==> src/rtl/imm_gen_pkg.sv <==
// Shared definitions for the immediate generator pipeline.
//   fmt_e    : format code reported on out_fmt
//   OPC_*    : RISC-V major opcodes (full 7-bit field, including the 2'b11 quadrant bits)
//   sext64() : sign-extends a 32-bit immediate to 64 bits; callers truncate to XLEN
package imm_gen_pkg;

    typedef enum logic [2:0] {
        FMT_R   = 3'd0,
        FMT_I   = 3'd1,
        FMT_S   = 3'd2,
        FMT_B   = 3'd3,
        FMT_U   = 3'd4,
        FMT_J   = 3'd5,
        FMT_SH  = 3'd6,
        FMT_ILL = 3'd7
    } fmt_e;

    localparam logic [6:0] OPC_LOAD      = 7'b0000011;
    localparam logic [6:0] OPC_FENCE     = 7'b0001111;
    localparam logic [6:0] OPC_OP_IMM    = 7'b0010011;
    localparam logic [6:0] OPC_AUIPC     = 7'b0010111;
    localparam logic [6:0] OPC_OP_IMM_32 = 7'b0011011;
    localparam logic [6:0] OPC_STORE     = 7'b0100011;
    localparam logic [6:0] OPC_OP        = 7'b0110011;
    localparam logic [6:0] OPC_LUI       = 7'b0110111;
    localparam logic [6:0] OPC_OP_32     = 7'b0111011;
    localparam logic [6:0] OPC_BRANCH    = 7'b1100011;
    localparam logic [6:0] OPC_JALR      = 7'b1100111;
    localparam logic [6:0] OPC_JAL       = 7'b1101111;
    localparam logic [6:0] OPC_SYSTEM    = 7'b1110011;

    function automatic logic [63:0] sext64(input logic [31:0] v);
        return {{32{v[31]}}, v};
    endfunction

endpackage

==> src/rtl/imm_decode.sv <==
// Combinational immediate decoder.
//   inst    : 32-bit instruction word
//   imm     : XLEN-bit immediate (sign-extended, or zero-extended shamt)
//   fmt     : format code (imm_gen_pkg::fmt_e encoding)
//   illegal : encoding is illegal or unsupported at this XLEN
module imm_decode
    import imm_gen_pkg::*;
#(
    parameter int XLEN = 32
) (
    input  logic [31:0]     inst,
    output logic [XLEN-1:0] imm,
    output logic [2:0]      fmt,
    output logic            illegal
);

    logic [31:0] raw;     // 32-bit immediate before widening to XLEN
    fmt_e        fmt_d;
    logic        is_shift;

    assign is_shift = (inst[14:12] == 3'b001) || (inst[14:12] == 3'b101);

    always_comb begin
        raw   = '0;
        fmt_d = FMT_ILL;
        // Matching the full 7-bit opcode also rejects inst[1:0] != 2'b11.
        case (inst[6:0])
            OPC_LOAD, OPC_JALR, OPC_FENCE, OPC_SYSTEM: begin
                fmt_d = FMT_I;
                raw   = {{20{inst[31]}}, inst[31:20]};
            end
            OPC_OP_IMM: begin
                if (!is_shift) begin
                    fmt_d = FMT_I;
                    raw   = {{20{inst[31]}}, inst[31:20]};
                end else if (XLEN == 64) begin
                    fmt_d = FMT_SH;
                    raw   = {26'd0, inst[25:20]};
                end else if (!inst[25]) begin
                    fmt_d = FMT_SH;
                    raw   = {27'd0, inst[24:20]};
                end
            end
            OPC_OP_IMM_32: begin
                if (XLEN == 64) begin
                    if (!is_shift) begin
                        fmt_d = FMT_I;
                        raw   = {{20{inst[31]}}, inst[31:20]};
                    end else if (!inst[25]) begin
                        fmt_d = FMT_SH;
                        raw   = {27'd0, inst[24:20]};
                    end
                end
            end
            OPC_STORE: begin
                fmt_d = FMT_S;
                raw   = {{20{inst[31]}}, inst[31:25], inst[11:7]};
            end
            OPC_BRANCH: begin
                fmt_d = FMT_B;
                raw   = {{19{inst[31]}}, inst[31], inst[7], inst[30:25], inst[11:8], 1'b0};
            end
            OPC_LUI, OPC_AUIPC: begin
                fmt_d = FMT_U;
                raw   = {inst[31:12], 12'd0};
            end
            OPC_JAL: begin
                fmt_d = FMT_J;
                raw   = {{11{inst[31]}}, inst[31], inst[19:12], inst[20], inst[30:21], 1'b0};
            end
            OPC_OP: begin
                fmt_d = FMT_R;
            end
            OPC_OP_32: begin
                if (XLEN == 64) begin
                    fmt_d = FMT_R;
                end
            end
            default: begin
                fmt_d = FMT_ILL;
            end
        endcase
    end

    // Shift amounts carry a clear bit 31, so sign-extension leaves them zero-extended.
    assign imm     = XLEN'(sext64(raw));
    assign fmt     = fmt_d;
    assign illegal = (fmt_d == FMT_ILL);

endmodule

==> src/rtl/imm_gen_pipe.sv <==
// Pipelined immediate generator stage (fetch -> decode) with valid/ready handshake.
//   clk, rst_n          : clock, asynchronous active-low reset
//   flush               : synchronous flush of output and skid entries
//   in_valid/in_ready   : input handshake; in_inst, in_tag carried in
//   out_valid/out_ready : output handshake
//   out_imm/out_fmt/out_illegal/out_tag : registered decode result and sideband tag
// One output register plus a one-entry skid buffer keeps full throughput under
// backpressure; in_ready is the registered inverse of skid-full, gated by flush.
module imm_gen_pipe
    import imm_gen_pkg::*;
#(
    parameter int XLEN  = 32,
    parameter int TAG_W = 32
) (
    input  logic             clk,
    input  logic             rst_n,
    input  logic             flush,
    input  logic             in_valid,
    output logic             in_ready,
    input  logic [31:0]      in_inst,
    input  logic [TAG_W-1:0] in_tag,
    output logic             out_valid,
    input  logic             out_ready,
    output logic [XLEN-1:0]  out_imm,
    output logic [2:0]       out_fmt,
    output logic             out_illegal,
    output logic [TAG_W-1:0] out_tag
);

    logic [XLEN-1:0]  dec_imm;
    logic [2:0]       dec_fmt;
    logic             dec_ill;

    logic             skid_valid;
    logic [XLEN-1:0]  skid_imm;
    logic [2:0]       skid_fmt;
    logic             skid_ill;
    logic [TAG_W-1:0] skid_tag;

    logic             accept;
    logic             out_free;

    imm_decode #(.XLEN(XLEN)) u_dec (
        .inst    (in_inst),
        .imm     (dec_imm),
        .fmt     (dec_fmt),
        .illegal (dec_ill)
    );

    assign in_ready = !skid_valid && !flush;
    assign accept   = in_valid && in_ready;
    // Output register can take new data when empty or being consumed this cycle.
    assign out_free = !out_valid || out_ready;

    always_ff @(posedge clk or negedge rst_n) begin
        if (!rst_n) begin
            out_valid   <= 1'b0;
            out_imm     <= '0;
            out_fmt     <= FMT_R;
            out_illegal <= 1'b0;
            out_tag     <= '0;
            skid_valid  <= 1'b0;
            skid_imm    <= '0;
            skid_fmt    <= FMT_R;
            skid_ill    <= 1'b0;
            skid_tag    <= '0;
        end else if (flush) begin
            out_valid  <= 1'b0;
            skid_valid <= 1'b0;
        end else if (out_free) begin
            // in_ready is low whenever the skid is full, so draining the skid
            // and accepting a new instruction never coincide.
            if (skid_valid) begin
                out_valid   <= 1'b1;
                out_imm     <= skid_imm;
                out_fmt     <= skid_fmt;
                out_illegal <= skid_ill;
                out_tag     <= skid_tag;
                skid_valid  <= 1'b0;
            end else if (accept) begin
                out_valid   <= 1'b1;
                out_imm     <= dec_imm;
                out_fmt     <= dec_fmt;
                out_illegal <= dec_ill;
                out_tag     <= in_tag;
            end else begin
                out_valid   <= 1'b0;
            end
        end else if (accept) begin
            skid_valid <= 1'b1;
            skid_imm   <= dec_imm;
            skid_fmt   <= dec_fmt;
            skid_ill   <= dec_ill;
            skid_tag   <= in_tag;
        end
    end

endmodule

==> config.mk <==
export PLATFORM = sky130hd
export DESIGN_NAME = imm_gen_pipe
export DESIGN_NICKNAME = d
export VERILOG_FILES = /design/src/rtl/imm_gen_pkg.sv /design/src/rtl/imm_decode.sv /design/src/rtl/imm_gen_pipe.sv
export SDC_FILE = /design/constraint.sdc
export NUM_CORES = 1
export LEC_CHECK = 0
export ABC_AREA = 1
export CORE_UTILIZATION = 30
export CTS_CLUSTER_SIZE = 16
export DETAILED_ROUTE_END_ITERATION = 8
export GPL_ROUTABILITY_DRIVEN = 0
export PLACE_DENSITY_LB_ADDON = 0.1
export SETUP_SLACK_MARGIN = 0.2
export SLEW_MARGIN = 25
export SYNTH_ARGS = -nofsm -noshare
export SYNTH_HDL_FRONTEND = slang
export SYNTH_SLANG_ARGS = --single-unit
==> constraint.sdc <==
create_clock -name clk -period 4 [get_ports clk]
set_clock_uncertainty 0.1 [all_clocks]
set_input_delay 0.6 -clock clk [delete_from_list [all_inputs] [get_ports clk]]
set_output_delay 0.6 -clock clk [all_outputs]
set_load 0.005 [all_outputs]
==> out/metrics.cfg <==
[run_status]
status=finished clean

[finish]
layout_commonest_cell=nand2_1
final_cell_mix=279 x nand2_1, 137 x clkdlybuf4s50_1, 137 x dfrtp_1, 118 x o21ai_0, 73 x inv_1
fin_area_um2=8740
num_antenna_cells=0
drive_gt1_frac=0.0610
nNetsFinal=1039
synthToLayoutAreaGrowth_pct=32.0

[routing]
ant_nets=0
wire_per_inst_um=14.3
first_pass_iters=5
route.detailed.drc=0
viasPerCell=4.64
num_vias=5836
drt_iter0_drc=310
wl_mm=18.0

[power]
p_per_area_nw_per_um2=448
ir_worst_vdd_v=0.000250
swShare=0.278
p_clk_frac=0.377
combPwrFrac=0.174
p_int_mw=2.82
seqPwrFrac=0.449
p_switching_mw=1.09
p_leak_nw=4.27

[sta]
rsz0062_at_grt=false
slew_headroom=0.465
tns_ns=0
worst_pin_slew_ns=0.802
finalHoldViolCount=0
report.final.slew_viol_count=0
setup_violations=0
min_period_over_period=0.594
fmax_mhz=421
period_minus_slack_ns=2.38

[die]
core_area_um2=21400
io_pins=139
initial_core_util=0.310
rows=53
die_y_um=151
die_w_um=151
dieArea_um2=22700

[synth]
syn-num-nets=926
synthCells=857
synth_warnings=0
netlist_area_um2=6620
ys_seq_area_frac=0.522
synth_area_per_cell_um2=7.72
synth.distinct_cells=27
synth_seq_cells=138

[clocking]
worstSkewPairLatency_ns=0.41
cts_buffers=17
clock_path_buffers=2
clock-sinks=138
clk_pin_slew_ns=0.06
cts_setup_buffers=0
h-tree-depth=4
cts-resized-gates=0
cts_hold_buf=0
cts_tree=yes
cts-root-buf=clkbuf_16

[global_routing]
antenna_found_initial=0
track_usage=0.170
grt_max_degree=103
grt_pass1_wl_mm=29.7
grt_pass1_vias=5706
overflow=0

[min_path]
min_path_type=input port to asynchronous set/reset pin

[placement]
dp_hpwl_mm=11.6
portBuffers=138
place_area_um2=8180

[setup_path]
crit_path_max_fanout=3
worstPathArrival_ns=1.68
worstSetupEndpointType=primary output
crit_required_ns=3.30
critical_path_class=input port to primary output
startpoint_type=input port

[run]
max-cap-violations=0

==> stage by stage <==
stage / power (mW) / cells / setup slack (ns) / utilization / hold slack (ns)
2_1_floorplan: 2.08 / 857 / 2.15 / - / 0.204
6_report: 3.91 / 1258 / 1.62 / 0.409 / 0.114
3_5_place_dp: 2.47 / 1226 / 1.30 / 0.383 / 0.364
3_3_place_gp: 2.46 / 1226 / 1.31 / 0.383 / 0.357
4_1_cts: 3.98 / 1258 / 1.62 / 0.409 / 0.158
5_1_grt: 4.16 / 1258 / 1.55 / 0.409 / 0.171
==> layout make-up <==
cell class / count / area (um^2)
inverter: 78 / 295
sequential: 138 / 3450
fill: 2190 / 12600
clock inverter: 13 / 109
clock buffer: 19 / 443
timing repair buffer: 144 / 1440
multi-input combinational: 591 / 2650
tap: 275 / 344
==> routing by layer <==
metal	GRT usage	part of all wire
met2	0.263	0.44
met3	0.0342	0.050
met5	0	0
met1	0.232	0.49
met4	0.0626	0.021
==> critical path, stage by stage <==
cell	delay (ns)
clkdlybuf4s50_1	0.44
nor2_1	0.13
clkdlybuf4s50_1	0.51
==> cell usage after synthesis (all sizes together) <==
master  instances  area share
o211ai          4      0.0045
nor2           70       0.044
o21bai          6      0.0068
nand4          11       0.010
or2             1     0.00095
inv            78       0.044
o221ai          1      0.0013
nand3b          1      0.0011
a21oi          25       0.019
nor3            2      0.0015
nand2         286        0.17
nand3          44       0.033
clkbuf         21       0.012
o21ai         130        0.10
a31oi          10      0.0095
buf            29       0.024
dfrtp         138        0.52
==> state kept, by name, indices dropped and copies added (netlist names) <==
signal,cells
skid_valid,1
out_imm,32
out_tag,32
out_valid,1
skid_tag,32
skid_imm,32
skid_fmt,3
skid_ill,1
out_illegal,1
out_fmt,3
==> path summary, 6_finish.rpt <==
| kind | slack [ns] | to | startpoint | cells after the start |
|---|---|---|---|---|
| min | 0.11 | out_tag[27]$_DFFE_PN0P_ | rst_n | 1 |
| min in group clk | 0.38 | skid_imm[3]$_DFFE_PN0P_ | skid_imm[3]$_DFFE_PN0P_ | 2 |
| min reg2reg | 0.38 | skid_imm[3]$_DFFE_PN0P_ | skid_imm[3]$_DFFE_PN0P_ | 2 |
| max | 1.62 | in_ready | flush | 3 |
| max in group asynchronous | 2.85 | skid_imm[29]$_DFFE_PN0P_ | rst_n | 2 |
| max reg2reg | 1.94 | out_imm[22]$_DFFE_PN0P_ | skid_valid$_DFFE_PN0P_ | 7 |
==> power by group through the flow <==
stage	Sequential (mW)	Combinational, mW	Clock (mW)
floorplan	1.77	0.311	0
global placement	1.78	0.685	0
detailed placement	1.78	0.689	0
CTS	1.76	0.694	1.53
global route	1.79	0.785	1.59
finish	1.76	0.679	1.48
==> kinds of logic (layout without fill, tap and decap cells) <==
family          count (synthesis)  in the layout  synth area share
compound gates                176            176             0.141
flops                         138            138             0.522
simple gates                  415            415             0.257
buf+inv                       128            254            0.0804
No activity file was read; power rests on OpenSTA's default activity.
